<file path="config.mk">
export PLATFORM = sky130hd
export DESIGN_NAME = key_conditioner
export DESIGN_NICKNAME = d
export VERILOG_FILES = /design/src/rtl/key_conditioner.sv
export SDC_FILE = /design/constraint.sdc
export NUM_CORES = 1
export LEC_CHECK = 0
export BUFFER_PORTS_ARGS = -buffer_cell sky130_fd_sc_hd__buf_2
export CAP_MARGIN = 10
export CORE_UTILIZATION = 40
export CTS_CLUSTER_SIZE = 8
export DETAILED_ROUTE_END_ITERATION = 8
export GPL_ROUTABILITY_DRIVEN = 0
export SYNTH_ARGS = -nofsm -noshare
export SYNTH_HDL_FRONTEND = slang
export SYNTH_SLANG_ARGS = --single-unit
</file>
<file path="constraint.sdc">
create_clock -name vclk -period 2.2 [get_ports vclk]
set_input_delay 0.22 -clock vclk [delete_from_list [all_inputs] [get_ports vclk]]
set_output_delay 0.22 -clock vclk [all_outputs]
set_load 0.03 [all_outputs]
</file>
<file path="src/rtl/key_conditioner.sv">
// rtl/key_conditioner.sv - button synchroniser, debouncer and frame-aligned auto-repeat
// Three identical channels {down, right, left} feed one frame-registered output stage.
module key_conditioner #(
  parameter int DB_BITS   = 16,
  parameter int DB_COUNT  = 50000,
  parameter int RPT_DELAY = 12,
  parameter int RPT_RATE  = 4,
  parameter int DOWN_RATE = 2
) (
  input  logic       vclk,
  input  logic       rst,
  input  logic       frame,
  input  logic       btn_left,
  input  logic       btn_right,
  input  logic       btn_down,
  output logic       LEFT,
  output logic       RIGHT,
  output logic       DOWN,
  output logic [2:0] held
);

  typedef enum logic [1:0] {IDLE, HOLD, REPEAT} state_e;

  localparam logic [DB_BITS-1:0] DB_LAST = DB_BITS'(DB_COUNT - 1);
  localparam logic [7:0]         DELAY_L = 8'(RPT_DELAY);

  logic [2:0] btn_raw;
  logic [2:0] lvl_w;
  logic [2:0] pend_w;
  logic [1:0] prime_q;

  assign btn_raw = {btn_down, btn_right, btn_left};
  assign held    = lvl_w;

  // Marks when the synchronisers hold real samples, so a held button is not mistaken for a release.
  always_ff @(posedge vclk) begin
    if (!rst) prime_q <= 2'b00;
    else      prime_q <= {prime_q[0], 1'b1};
  end

  for (genvar c = 0; c < 3; c++) begin : g_ch
    localparam logic [7:0] RATE = 8'((c == 2) ? DOWN_RATE : RPT_RATE);

    logic               s1_q, s2_q, lvl_q, arm_q, pend_q;
    logic [DB_BITS-1:0] dbc_q;
    logic [7:0]         fcnt_q;
    state_e             st_q;
    logic               flip, rise, fall, set_p;
    logic [7:0]         fcnt_inc;

    assign lvl_w[c]  = lvl_q;
    assign pend_w[c] = pend_q;

    always_comb begin
      flip     = (s2_q != lvl_q) && (dbc_q == DB_LAST);
      rise     = flip & ~lvl_q;
      fall     = flip & lvl_q;
      fcnt_inc = fcnt_q + 8'd1;
      set_p    = 1'b0;
      if (!fall) begin
        case (st_q)
          IDLE:    set_p = rise & arm_q;
          HOLD:    set_p = frame && (fcnt_inc == DELAY_L);
          REPEAT:  set_p = frame && (fcnt_inc == RATE);
          default: set_p = 1'b0;
        endcase
      end
    end

    always_ff @(posedge vclk) begin
      if (!rst) begin
        s1_q  <= 1'b0;
        s2_q  <= 1'b0;
        dbc_q <= '0;
        lvl_q <= 1'b0;
      end else begin
        s1_q <= btn_raw[c];
        s2_q <= s1_q;
        if (s2_q == lvl_q) begin
          dbc_q <= '0;
        end else if (flip) begin
          dbc_q <= '0;
          lvl_q <= ~lvl_q;
        end else begin
          dbc_q <= dbc_q + 1'b1;
        end
      end
    end

    always_ff @(posedge vclk) begin
      if (!rst) begin
        st_q   <= IDLE;
        fcnt_q <= 8'd0;
        arm_q  <= 1'b0;
        pend_q <= 1'b0;
      end else begin
        if (prime_q[1] && !s2_q && !lvl_q) arm_q <= 1'b1;
        if (fall) begin
          st_q   <= IDLE;
          fcnt_q <= 8'd0;
        end else begin
          case (st_q)
            IDLE: if (rise && arm_q) begin
              st_q   <= HOLD;
              fcnt_q <= 8'd0;
            end
            HOLD: if (frame) begin
              if (fcnt_inc == DELAY_L) begin
                st_q   <= REPEAT;
                fcnt_q <= 8'd0;
              end else begin
                fcnt_q <= fcnt_inc;
              end
            end
            REPEAT: if (frame) fcnt_q <= (fcnt_inc == RATE) ? 8'd0 : fcnt_inc;
            default: st_q <= IDLE;
          endcase
        end
        // A request raised in the frame-pulse cycle survives the clear and goes out next frame.
        pend_q <= set_p | (pend_q & ~frame);
      end
    end
  end

  always_ff @(posedge vclk) begin
    if (!rst) begin
      LEFT  <= 1'b0;
      RIGHT <= 1'b0;
      DOWN  <= 1'b0;
    end else if (frame) begin
      LEFT  <= pend_w[0] & ~pend_w[1];
      RIGHT <= pend_w[1] & ~pend_w[0];
      DOWN  <= pend_w[2];
    end
  end

endmodule

</file>
==> results.yml, run 1 <==
outcome:
  status: "finished clean"
clocking:
  htreeDepth: 3
  max-clock-path-buffers: 2
  clockRootBuffer: "clkbuf_16"
  insertion_delay_ns: 0.35
  clkTransAtPathRegs_ns: 0.07
  hold_buffers: 0
  cts_tree: "done"
  cts_buffers: 9
  cts.sinks: 98
timing:
  setup-violations-final: 0
  hold_viol: 0
  tightest_slew_ns: 0.591
  rsz0062_at_grt: "yes"
  clock_skew_ns: 0.00608
  slew_violations: 0
  maxSlewHeadroom: 0.605
  fmax_mhz: 456
  setup_slack_ns: 0.00534
  tns_ns: 0
  final.period_utilization: 0.998
  min_period_ns: 2.19
route:
  firstDrtPassIters: 4
  dr_wl_met2_um: 5320
  highest-signal-layer: "met4"
  wl_met3_um: 362
  drc: 0
  drt_wl_total_um: 11000
  wl_per_cell_um: 13.3
  drt_iter0_markers: 255
  m1WireLength_um: 5100
  postRouteAntennaNets: 0
  via_per_inst: 5.31
  via_count: 4393
setup_path:
  critPathCaptureType: "register"
  crit_slowest_cell: "nor3_2"
  crit_top_cell: "buf_4"
  cpPeakStageDelay_ns: 0.39
  cp_max_fo: 10
  required_ns: 2.45
  start_kind: "register"
  cp_cell_sequence: "ha_2, buf_4, nand4_1, nor3_2, nor4b_2, buf_4, nor4b_4, buf_4, nor4_1"
  cp.arrival_ns: 2.44
  cp_num_buf_inv: 3
  cpLargestDelayFamily: "simple AND/OR/NAND/NOR gates"
  critPathKind: "register to register"
  rrSetupSlack_ns: 0.005
logic_synthesis:
  postSynthAreaPerCell_um2: 8.51
  yosys.cell_types.count: 67
  yosysTopAreaCellShare: 0.382
  synth-seq-cells: 98
  synth_most_common_cell: "dfxtp_1"
  synth_nets: 630
  yosys_warnings: 0
  synth_flop_cell: "dfxtp_1"
  ys_seq_area_frac: 0.382
  yosysTopAreaCell: "dfxtp_1"
  postSynthCellCount: 603
  postSynth.asyncResetShare: 0
  synth_edf_count: 0
  syn-cell-area_um2: 5130
  ys_top_cells_by_count: "dfxtp_1, nor2_1, nand2_1"
  ys_top_cells_by_area: "dfxtp_1, nor2_1, xor2_1"
floorplanning:
  dieArea_um2: 13300
  fp-row-count: 41
  dieHeight_um: 115
  core-area_um2: 12600
  io_pins: 12
  start_util: 0.408
  die_w_um: 115
power:
  powerDensity_nw_per_um2: 558
  ir_worst_vdd_uv: 429
  leakage_nw: 2.20
global_route:
  grt_pass1_wl_um: 18800
  antenna_found_initial: 0
  overflow: 0
  grt_pass1_vias: 4212
  grt_max_degree: 17
  grt_use_total: 0.176
cells_and_area:
  fin_cells: 828
  fin_nets: 678
  multi_input_area_um2: 3140
  syn_to_final_growth_pct: 19.2
  seq_area_um2: 1970
  fillers: 1190
  drive_above_1_share: 0.171
  diodes: 0
place:
  port_buffers: 11
  dp_slack_ns: -0.0222
  dp_cells: 807
  dp_hpwl_um: 7770
job:
  drv_cap: 0
hold_path:
  worstHoldPathType: "input pin to register"
## layout make-up
cell class,instances,area share
multi-input combinational,458,0.513
inverter,28,0.0172
tap,172,0.0352
clock buffer,12,0.0419
clock inverter,4,0.00532
timing repair buffer,56,0.0654
sequential,98,0.322
## cells in the final DEF, fill, tap and decap left out, types with 4 or more instances in the layout
cell type	n
inv_1	28
nor2b_1	10
dfxtp_1	93
or3_1	10
xor2_1	31
a211oi_1	4
a31oi_1	5
ha_2	4
ha_1	16
nor4b_1	4
clkbuf_16	9
nand2b_1	7
dfxtp_2	5
and4_1	4
nand2_1	42
nand3_1	33
a21oi_1	22
o21ai_1	4
xnor2_1	18
nor4_1	6
o21ai_0	16
nor3_1	6
a22o_1	4
buf_4	43
nor2_1	79
and3_1	18
o31ai_2	4
and2_1	11
buf_2	11
mux2i_1	7
nand4_1	15
nor4bb_1	4
o21a_1	6
o31ai_1	4
## power by group
group / leakage (nW) / internal (W) / switching [W]
registers: 0.794 / 0.00179 / 0.00000776
clock network: 0.141 / 0.000840 / 0.000699
logic: 1.26 / 0.0000337 / 0.0000500
total: 2.20 / 0.00266 / 0.000757
## repair_timing
item	4_1_cts	5_1_grt
pin swaps	2	13
endpoints found under the setup margin	7	20
gates resized for setup	4	35
buffers inserted	0	6
## cell families (layout without fill, tap and decap cells)
logic type | count (synthesis) | after routing | synth area share
simple gates | 279 | 279 | 0.291
flops | 98 | 98 | 0.382
buf+inv | 47 | 100 | 0.0400
compound gates | 102 | 102 | 0.138
mux | 7 | 7 | 0.0137
xor+xnor | 49 | 49 | 0.0836
fa+ha+maj | 21 | 21 | 0.0512
## per-stage QoR
step / util / cell area (um^2) / hold WS, ns / total power [W]
2_1_floorplan: - / 5130 / 0.248 / 0.00188
3_3_place_gp: 0.446 / 5600 / 0.415 / 0.00191
3_5_place_dp: 0.446 / 5600 / 0.418 / 0.00191
4_1_cts: 0.472 / 5930 / 0.0594 / 0.00346
5_1_grt: 0.487 / 6120 / 0.0787 / 0.00353
6_report: 0.487 / 6120 / 0.0757 / 0.00342
## sequential cells by signal (all words and copies together), names as in the netlist
signal,count
DOWN,1
LEFT,1
RIGHT,1
g_ch.arm_q,3
g_ch.dbc_q,48
g_ch.fcnt_q,24
g_ch.lvl_q,3
g_ch.pend_q,3
g_ch.s1_q,3
g_ch.s2_q,3
g_ch.st_q,6
prime_q,2
## final timing paths
check | startpoint | end | depth (start not counted)
max | g_ch[2].fcnt_q[1] | g_ch[2].fcnt_q[6] | 9
min | btn_down | g_ch[2].s1_q | 2
max reg2reg | g_ch[2].fcnt_q[1] | g_ch[2].fcnt_q[6] | 9
min reg2reg | prime_q[0] | prime_q[1] | 1
## routing by layer
metal | up-vias | GRT usage
met5 | - | 0
met2 | 61 | 0.298
li1 | 2231 | -
met4 | 0 | 0.0658
met1 | 2087 | 0.214
met3 | 14 | 0.0438
No activity file was read; power rests on OpenSTA's default activity.
==> run 2: changes to the inputs <==
--- a/config.mk
+++ b/config.mk
@@ -5,6 +5,7 @@
 export SDC_FILE = /design/constraint.sdc
 export NUM_CORES = 1
 export LEC_CHECK = 0
+export ABC_AREA = 1
 export BUFFER_PORTS_ARGS = -buffer_cell sky130_fd_sc_hd__buf_2
 export CAP_MARGIN = 10
 export CORE_UTILIZATION = 40
==> run 2 against run 1 <==
- combinational power is 16% lower
- clock skew hardly changed
- via count is 2.5% higher
- clock power is 6% lower
- count of clock-buffer cells in the layout stayed put
==> results.yml, run 2 <==
outcome:
  status: "finished clean"
hold_path:
  worstHoldEndpoint: "g_ch[0].s1_q"
  min_path_cells: 3
  hold_start: "btn_left"
  worstHoldPathType: "input pin to register"
global_route:
  overflow: 0
  grt_max_degree: 16
  grt_use_met3: 0.0406
  grt_pass1_wl_um: 17700
  grt_util_met1: 0.196
  grtUsageMet2: 0.287
  antenna_found_initial: 0
  grt_pass1_vias: 4196
  grt_use_total: 0.164
  gr-max-usage-layer: "met2"
cells_and_area:
  seq_area_um2: 1960
  largestRegisters: "g_ch.dbc_q x48, g_ch.fcnt_q x24, g_ch.st_q x6"
  syn_to_final_growth_pct: 9.85
  fillers: 1254
  layout_common_cells: "nand2_1, inv_1, dfxtp_1"
  final_common_cell: "nand2_1"
  diodes: 0
  top_register: "g_ch.dbc_q"
  fin_nets: 787
  multi_input_area_um2: 2650
  largest_register_ffs: 48
  drive_above_1_share: 0.0771
setup_path:
  reg2reg_from: "g_ch[2].st_q[0]"
  cp-startpoint: "g_ch[2].st_q[0]"
  critPathKind: "register to register"
  rr_worst_depth: 8
  critPathCaptureType: "register"
  cp_max_fo: 12
  reg2reg_to: "g_ch[2].fcnt_q[0]"
  cp.arrival_ns: 2.25
  start_kind: "register"
  rrSetupSlack_ns: 0.22
  required_ns: 2.47
timing:
  clock_skew_ns: 0.00569
  rsz0062_at_grt: "no"
  maxSlewHeadroom: 0.607
  final.period_utilization: 0.901
  setup-violations-final: 0
  fmax_mhz: 504
  hold_viol: 0
  tightest_slew_ns: 0.588
  tns_ns: 0
  slew_violations: 0
  min_period_ns: 1.98
power:
  powerDensity_nw_per_um2: 589
  p_seq_frac: 0.542
  p_sw_w: 0.000706
  p_int_w: 0.00260
  pwr-share-comb: 0.021
  p_sw_frac: 0.213
  power.share.clock: 0.437
  ir_worst_vdd_uv: 485
  leakage_nw: 2.22
  power_w: 0.00331
logic_synthesis:
  ys_top_cells_by_count: "nand2_1, inv_1, dfxtp_1"
  postSynth.asyncResetShare: 0
  postSynthAreaPerCell_um2: 6.87
  synth_flop_cell: "dfxtp_1"
  synth_edf_count: 0
  yosys.cell_types.count: 38
  yosysTopAreaCell: "dfxtp_1"
  yosys_warnings: 0
  synth-seq-cells: 98
  yosysTopAreaCellShare: 0.383
  ys_top_cells_by_area: "dfxtp_1, nand2_1, inv_1"
  ys_seq_area_frac: 0.383
  syn-cell-area_um2: 5120
  synth_most_common_cell: "nand2_1"
  postSynthCellCount: 745
  synth_nets: 772
clocking:
  htreeDepth: 3
  clkTransAtPathRegs_ns: 0.06
  clockRootBuffer: "clkbuf_16"
  post_cts_buffers: 0
  cts_tree: "done"
  max-clock-path-buffers: 2
  cts_buffers: 9
  insertion_delay_ns: 0.34
  cts.sinks: 98
  hold_buffers: 0
  cts_repair_resize_count: 0
route:
  drt_wl_total_um: 9890
  postRouteAntennaNets: 0
  via_per_inst: 4.83
  firstDrtPassIters: 5
  drt_iter0_markers: 266
  drc: 0
  wl_per_cell_um: 10.6
  via_count: 4504
floorplanning:
  die_w_um: 115
  io_pins: 12
  dieHeight_um: 115
  dieArea_um2: 13300
  start_util: 0.418
  fp-row-count: 40
  core-area_um2: 12300
job:
  drv_cap: 0
place:
  dp_hpwl_um: 7680
  port_buffers: 11
run 2: cell types whose count changed in the layout (fill, tap and decap cells not counted), sizes merged, moves of 10 or more:
cell	before	now
a21oi	23	62
and2	11	0
and3	19	2
buf	56	15
inv	30	117
nand2	42	166
nand3	34	55
nand4	15	25
nor2	79	100
nor2b	10	0
nor3	8	24
or3	11	0
xnor2	18	3
xor2	31	11
run 2: worst max-delay path by stage:
stage,end,slack (ns)
3_3_place_gp,g_ch[2].fcnt_q[0],0.32
3_5_place_dp,g_ch[2].fcnt_q[0],0.28
5_1_grt,g_ch[0].st_q[0],0.02
4_1_cts,g_ch[2].fcnt_q[0],0.25
2_1_floorplan,g_ch[2].fcnt_q[0],0.50
6_report,g_ch[2].fcnt_q[0],0.22
run 2: power groups by stage:
stage	logic, W	registers, W	clock network, W
after global routing	0.0000817	0.00179	0.00158
after global placement	0.0000709	0.00183	0
final	0.0000705	0.00179	0.00145
after floorplan	0.0000446	0.00184	0
after CTS	0.0000720	0.00179	0.00151
after detailed placement	0.0000718	0.00184	0
run 2: cell families after synthesis:
logic type	share of synthesized area
AO/OA/AOI/OAI	0.106
XOR/XNOR	0.0239
adder cells (fa/ha/maj)	0.0513
buffers and inverters	0.100
flip-flops	0.383
AND/OR/NAND/NOR	0.335
run 2: routing by layer:
metal	vias up	share of wire
li1	2424	-
met1	2030	0.49
met2	35	0.47
met3	15	0.030
met4	0	0.015
met5	-	0
run 2: final cells by class:
class,count,area share
clock inverters,4,0.00489
well taps,168,0.0374
inverters,119,0.0796
multi-input cells,517,0.470
clock buffers,12,0.0438
flip-flops and latches,98,0.349
repair buffers,15,0.0151
run 2: worst max-delay path, cell delays in order (launching register included):
cell and delay (ns):
dfxtp_1 0.39, inv_1 0.09, ha_1 0.42, inv_1 0.12, a221oi_1 0.35, nand2_2 0.16, clkinv_2 0.16, nand3_1 0.10
a21oi_1 0.13
run 2: through the flow:
stage               std cells  hold slack, ns   util  worst slack, ns  instance area [um^2]
floorplan                 745           0.248      -            0.499                  5120
global placement          917           0.396  0.436            0.318                  5350
detailed placement        917           0.401  0.436            0.283                  5350
CTS                       933          0.0438  0.459            0.251                  5620
global route              933          0.0715  0.459           0.0239                  5620
finish                    933          0.0620  0.459            0.217                  5620
